===== config.mk =====
export PLATFORM = sky130hd
export DESIGN_NAME = coin_conditioner
export DESIGN_NICKNAME = d
export VERILOG_FILES = /design/src/rtl/coin_pkg.sv /design/src/rtl/debounce_ch.sv /design/src/rtl/coin_conditioner.sv
export SDC_FILE = /design/constraint.sdc
export NUM_CORES = 1
export LEC_CHECK = 0
export CAP_MARGIN = 20
export CORE_UTILIZATION = 29
export CTS_BUF_LIST = sky130_fd_sc_hd__clkbuf_2
export CTS_CLUSTER_SIZE = 14
export DETAILED_ROUTE_END_ITERATION = 8
export PLACE_DENSITY = 0.45
export SLEW_MARGIN = 15
export SYNTH_ARGS = -nofsm -noshare
export SYNTH_HDL_FRONTEND = slang
export SYNTH_HIERARCHICAL = 1
export SYNTH_SLANG_ARGS = --single-unit

===== constraint.sdc =====
create_clock -name clk -period 3.2 [get_ports clk]
set_clock_uncertainty 0.15 [all_clocks]
set_input_delay 0.64 -clock clk [delete_from_list [all_inputs] [get_ports clk]]
set_output_delay 0.64 -clock clk [all_outputs]
set_load 0.02 [all_outputs]

===== src/rtl/coin_pkg.sv =====
// Shared types for the coin conditioner: FSM state, coin-type encoding and
// the counter width helper used by the debounce and lockout counters.
package coin_pkg;

    typedef enum logic [1:0] {
        IDLE         = 2'd0,
        LOCKOUT      = 2'd1,
        WAIT_RELEASE = 2'd2
    } state_t;

    typedef enum logic [1:0] {
        NONE    = 2'd0,
        NICKEL  = 2'd1,
        DIME    = 2'd2,
        QUARTER = 2'd3
    } coin_t;

    // Bits needed to hold a counter for the given parameter value, never 0.
    function automatic int cnt_width(input int value);
        return (value > 1) ? $clog2(value) : 1;
    endfunction

endpackage


===== src/rtl/debounce_ch.sv =====
// One sensor channel: 2-flop synchronizer, debounce counter and a one-cycle
// rise pulse when the debounced level goes from 0 to 1.
module debounce_ch
    import coin_pkg::*;
#(
    parameter int DEBOUNCE_CYCLES = 16
) (
    input  logic clk,
    input  logic reset,
    input  logic raw,
    output logic level,
    output logic rise
);

    localparam int CW = cnt_width(DEBOUNCE_CYCLES);
    localparam logic [CW-1:0] CNT_LAST = CW'(DEBOUNCE_CYCLES - 1);

    logic          sync_meta;
    logic          sync_x;
    logic [CW-1:0] cnt;

    // Bring the asynchronous sensor into the clock domain.
    always_ff @(posedge clk) begin
        if (reset) begin
            sync_meta <= 1'b0;
            sync_x    <= 1'b0;
        end else begin
            sync_meta <= raw;
            sync_x    <= sync_meta;
        end
    end

    // Count consecutive disagreeing samples; flip the level on the last one.
    // The rise pulse is registered alongside the flip so it lasts one cycle.
    always_ff @(posedge clk) begin
        if (reset) begin
            cnt   <= '0;
            level <= 1'b0;
            rise  <= 1'b0;
        end else begin
            rise <= 1'b0;
            if (sync_x == level) begin
                cnt <= '0;
            end else if (cnt == CNT_LAST) begin
                cnt   <= '0;
                level <= sync_x;
                rise  <= sync_x;
            end else begin
                cnt <= cnt + 1'b1;
            end
        end
    end

endmodule


===== src/rtl/coin_conditioner.sv =====
// Coin conditioner: debounces three coin sensors and turns accepted coin
// arrivals into one-cycle N/D/Q pulses, with a lockout window and a wait for
// all sensors to clear before the next coin. Simultaneous or late arrivals
// produce a one-cycle reject pulse instead. The FSM state is exported for
// observation.
module coin_conditioner
    import coin_pkg::*;
#(
    parameter int DEBOUNCE_CYCLES = 16,
    parameter int LOCKOUT_CYCLES  = 8
) (
    input  logic   clk,
    input  logic   reset,
    input  logic   nickel_raw,
    input  logic   dime_raw,
    input  logic   quarter_raw,
    output logic   N,
    output logic   D,
    output logic   Q,
    output logic   reject,
    output logic   busy,
    output state_t state
);

    localparam int LW = cnt_width(LOCKOUT_CYCLES);
    localparam logic [LW-1:0] LOCK_LOAD = LW'(LOCKOUT_CYCLES - 1);

    // Bit 0 = nickel, bit 1 = dime, bit 2 = quarter.
    logic [2:0]    deb;
    logic [2:0]    rise;
    state_t        state_q;
    state_t        state_d;
    logic [LW-1:0] lock_q;
    logic [LW-1:0] lock_d;
    coin_t         coin_d;
    logic          reject_d;

    debounce_ch #(.DEBOUNCE_CYCLES(DEBOUNCE_CYCLES)) u_nickel (
        .clk(clk), .reset(reset), .raw(nickel_raw), .level(deb[0]), .rise(rise[0])
    );
    debounce_ch #(.DEBOUNCE_CYCLES(DEBOUNCE_CYCLES)) u_dime (
        .clk(clk), .reset(reset), .raw(dime_raw), .level(deb[1]), .rise(rise[1])
    );
    debounce_ch #(.DEBOUNCE_CYCLES(DEBOUNCE_CYCLES)) u_quarter (
        .clk(clk), .reset(reset), .raw(quarter_raw), .level(deb[2]), .rise(rise[2])
    );

    // State, lockout counter and registered pulse outputs.
    always_ff @(posedge clk) begin
        if (reset) begin
            state_q <= IDLE;
            lock_q  <= '0;
            N       <= 1'b0;
            D       <= 1'b0;
            Q       <= 1'b0;
            reject  <= 1'b0;
        end else begin
            state_q <= state_d;
            lock_q  <= lock_d;
            N       <= (coin_d == NICKEL);
            D       <= (coin_d == DIME);
            Q       <= (coin_d == QUARTER);
            reject  <= reject_d;
        end
    end

    // Next state: any candidate edge in IDLE starts a lockout; the lockout
    // runs down to 0, then we hold until every debounced sensor reads 0.
    always_comb begin
        state_d = state_q;
        lock_d  = lock_q;
        case (state_q)
            IDLE: begin
                if (|rise) begin
                    state_d = LOCKOUT;
                    lock_d  = LOCK_LOAD;
                end
            end
            LOCKOUT: begin
                if (lock_q == '0) begin
                    state_d = WAIT_RELEASE;
                end else begin
                    lock_d = lock_q - 1'b1;
                end
            end
            WAIT_RELEASE: begin
                if (deb == 3'b000) begin
                    state_d = IDLE;
                end
            end
            default: begin
                state_d = IDLE;
                lock_d  = '0;
            end
        endcase
    end

    // Pulse selection: a lone edge in IDLE is a coin; several edges at once,
    // or any edge while busy, is a reject. Never both.
    always_comb begin
        coin_d   = NONE;
        reject_d = 1'b0;
        if (state_q == IDLE) begin
            case (rise)
                3'b000:  ;
                3'b001:  coin_d = NICKEL;
                3'b010:  coin_d = DIME;
                3'b100:  coin_d = QUARTER;
                default: reject_d = 1'b1;
            endcase
        end else begin
            reject_d = |rise;
        end
    end

    assign busy  = (state_q != IDLE);
    assign state = state_q;

endmodule


==> summary.txt <==
Timing
  • Actual transition at the worst max-transition pin: 0.670 ns
  • Relative slew slack: 0.552
  • Period Utilization, post-route: 0.775
  • Setup_tns: 0 ns
  • Final period demand of the worst path: 2.48 ns
  • Maximum clock rate: 403 MHz
  • Unrepaired setup endpoints after global routing: false
  • Setup violations, final: 0
  • Final hold slack: 0.311 ns
  • Number of max-slew violations in the final report: 0
  • Setup slack of the critical path after layout: 0.720 ns
  • Fin. Hold Viols: 0

Clock network
  • Clock tree from TritonCTS: yes
  • Cts repair resizes: 0
  • Maximum number of buffers from clock root to sink: 2
  • Root buffer cell: sky130_fd_sc_hd__clkbuf_2
  • Insertion delay to the later sink of the worst-skew pair: 0.36 ns
  • Count of buffers added by post-CTS timing repair for setup: 0
  • Maximum level of the CTS H-tree: 2
  • Hold-fix buffers at CTS: 0
  • Clock transition at the registers of the reported paths: 0.17 ns
  • TritonCTS buffer count: 5
  • Clock Sink Count: 33

Critical path
  • Worst reg2reg setup slack: 1.64 ns
  • Category of the worst setup path launch point: flop
  • Crit Path Category: flop to output pin
  • Critical path arrival: 1.69 ns
  • Type of element capturing the critical path: output pin
  • Required time reported for the critical path endpoint: 2.41 ns
  • Largest fanout on the critical path: 9
  • Startpoint of the lowest-slack register-to-register path: lock_q[0]
  • Critical register-to-register path endpoint: lock_q[0]
  • Number of cell instances on the worst register-to-register path: 6

Logic synthesis
  • Total nets after synthesis: 122
  • Leading cell types by count after synthesis: sky130_fd_sc_hd__dfxtp_1, sky130_fd_sc_hd__nor2_1, sky130_fd_sc_hd__xor2_1
  • Proportion of register bits with asynchronous set or reset after synthesis: 0
  • Post-synthesis share of cell area spent on and, or, nand and nor gates: 0.269
  • Sequential fraction of the synthesis area: 0.529
  • Xor/xnor cell area share of the yosys netlist: 0.0631
  • Cell types with the largest area share after synthesis: sky130_fd_sc_hd__dfxtp_1, sky130_fd_sc_hd__xor2_1, sky130_fd_sc_hd__ha_1, sky130_fd_sc_hd__nor2_1, sky130_fd_sc_hd__nor4b_1
  • Largest area contributor in the synthesized netlist: sky130_fd_sc_hd__dfxtp_1
  • Post-Syn Area: 1250 um^2
  • Most repeated cell in the gate-level netlist after synthesis: sky130_fd_sc_hd__dfxtp_1
  • Proportion of synthesized area in mux cells: 0.0360
  • Main synth FF type: sky130_fd_sc_hd__dfxtp_1
  • Post-synthesis compound-gate area fraction: 0.0350
  • Number of flops mapped to enable cells by yosys: 0
  • Flip-flop and latch count after synthesis: 33
  • Synth Area in Adders: 0.0501
  • Main combinational cell family by area after synthesis: simple AND/OR/NAND/NOR gates
  • Area share of the largest cell type after synthesis: 0.529
  • Synthesized area per cell: 11.2 um^2
  • Number of instances in the synthesized netlist: 112
  • Number of different library cells in the post-synthesis netlist: 25
  • Yosys Warn Count: 6

Min path
  • Number of stages on the worst hold path: 1
  • Start point of the worst hold path: u_dime/cnt[0]
  • Hold crit path type: flop to flop
  • Worst hold endpoint: u_dime/cnt[0]

Outcome
  • Outcome: finished clean

Cells and area
  • Fraction of final layout cells with drive strength greater than 1: 0.136
  • N_diodes: 0
  • Area growth from synthesis to layout: 17.4%
  • Layout Cells excl Fill: 182
  • Net count reported at finish: 141

Global route
  • Global-route wire length before repair: 3.21 mm
  • Pin count of the biggest net entering global routing: 19
  • Initial antenna violation count: 0
  • Number of global-route vias before repair: 797
  • Total global routing overflow: 0
  • Overall Global Routing Usage: 0.100

Run
  • Max-cap check violation count: 0

Drt
  • Number of DRC violations after detailed routing: 0
  • Residual antenna-violating net count after detailed routing: 0
  • DR WL/cell: 10.6 um
  • Total iterations of the first detailed-routing run: 2
  • First DRT Iteration DRCs: 26
  • Routed WL: 1.93 mm
  • DR vias: 833
  • Average via count per standard cell: 4.58

Floorplan
  • I/O pins: 12
  • Die Outline Area: 4580 um^2
  • Vertical die dimension: 67.7 um
  • Row count: 23
  • Placeable core region: 4060 um^2
  • Initial Util: 0.308
  • X dimension of the die: 67.7 um

Placement
  • Number of placed instances, taps included: 174
  • Worst slack, placed: 0.869 ns
  • Post-DP HPWL: 1.40 mm
  • Placer Congestion: 0.695
  • Count of input and output buffers: 11

Power
  • Static Leakage: 0.609 nW
  • Worst supply voltage drop on vdd: 0.000169 V
  • Pwr per Cell Area: 421 nW/um^2
==> layout make-up <==
type,instances,area (um^2)
clock buffers,5,25.0
clock inverters,3,12.5
fillers,426,2590
inverters,6,22.5
multi-input cells,73,567
flip-flops and latches,33,661
well taps,50,62.6
repair buffers,12,118
==> state kept, by name (all words and copies together) (netlist names), 2 cells and up <==
name           count
state              2
u_dime/cnt         4
u_quarter/cnt      4
lock_q             3
u_nickel/cnt       4
==> layout by cell type, fill, tap and decap left out, types with 2 or more instances in the layout <==
cell type                         instances
sky130_fd_sc_hd__clkdlybuf4s50_1         11
sky130_fd_sc_hd__nand3_1                  3
sky130_fd_sc_hd__clkinv_1                 2
sky130_fd_sc_hd__nor3_1                   2
sky130_fd_sc_hd__clkbuf_2                 5
sky130_fd_sc_hd__a21oi_1                  2
sky130_fd_sc_hd__nand2_1                  3
sky130_fd_sc_hd__nand2b_1                 3
sky130_fd_sc_hd__dfxtp_1                 33
sky130_fd_sc_hd__nor2b_1                  6
sky130_fd_sc_hd__mux2i_1                  3
sky130_fd_sc_hd__xor2_1                   9
sky130_fd_sc_hd__a22o_1                   2
sky130_fd_sc_hd__nand3b_1                 3
sky130_fd_sc_hd__nand3_2                  3
sky130_fd_sc_hd__ha_1                     5
sky130_fd_sc_hd__nor4b_1                  5
sky130_fd_sc_hd__inv_1                    6
sky130_fd_sc_hd__nor2_1                  13
sky130_fd_sc_hd__and3b_2                  3
==> worst max path at each step <==
| stage | startpoint | endpoint | cells after the start |
|---|---|---|---|
| final | state[0] | busy | 2 |
| after floorplan | state[0] | busy | 1 |
| after global placement | reset | lock_q[0] | 3 |
| after CTS | state[0] | busy | 2 |
| after detailed placement | reset | u_quarter/cnt[3] | 4 |
| after global routing | state[0] | busy | 2 |
==> stage by stage <==
step / instance area, um^2 / utilization / power [mW]
after floorplan: 1250 / - / 0.434
after global placement: 1430 / 0.352 / 0.446
after detailed placement: 1430 / 0.352 / 0.446
after CTS: 1470 / 0.362 / 0.633
after global routing: 1470 / 0.362 / 0.658
final: 1470 / 0.362 / 0.618
==> routing by layer <==
| layer | routed length [um] | global-route usage | vias to the layer above | share of wire |
|---|---|---|---|---|
| met1 | 898 | 0.107 | 388 | 0.46 |
| met3 | 81 | 0.0405 | 7 | 0.042 |
| li1 | - | - | 423 | - |
| met4 | 51 | 0.0718 | 0 | 0.026 |
| met2 | 904 | 0.158 | 15 | 0.47 |
| met5 | 0 | 0 | - | 0 |
==> where the power goes <==
group	switching, mW	total [mW]	internal, mW	leakage [nW]
Sequential	0.00246	0.418	0.416	0.267
Clock	0.133	0.181	0.0478	0.0278
Combinational	0.00858	0.0185	0.00995	0.314
Total	0.145	0.618	0.474	0.609
==> critical path, stage by stage, from the launching register on <==
cell and delay (ns):
sky130_fd_sc_hd__dfxtp_1 0.54, sky130_fd_sc_hd__or2_2 0.20, sky130_fd_sc_hd__clkdlybuf4s50_1 0.60
==> cells by family after synthesis <==
| group | after synthesis |
|---|---|
| AO/OA/AOI/OAI | 6 |
| XOR/XNOR | 9 |
| adder cells (fa/ha/maj) | 5 |
| buffers and inverters | 6 |
| flip-flops | 33 |
| multiplexers | 4 |
| AND/OR/NAND/NOR | 49 |
Power figures use the tool's default switching activity.
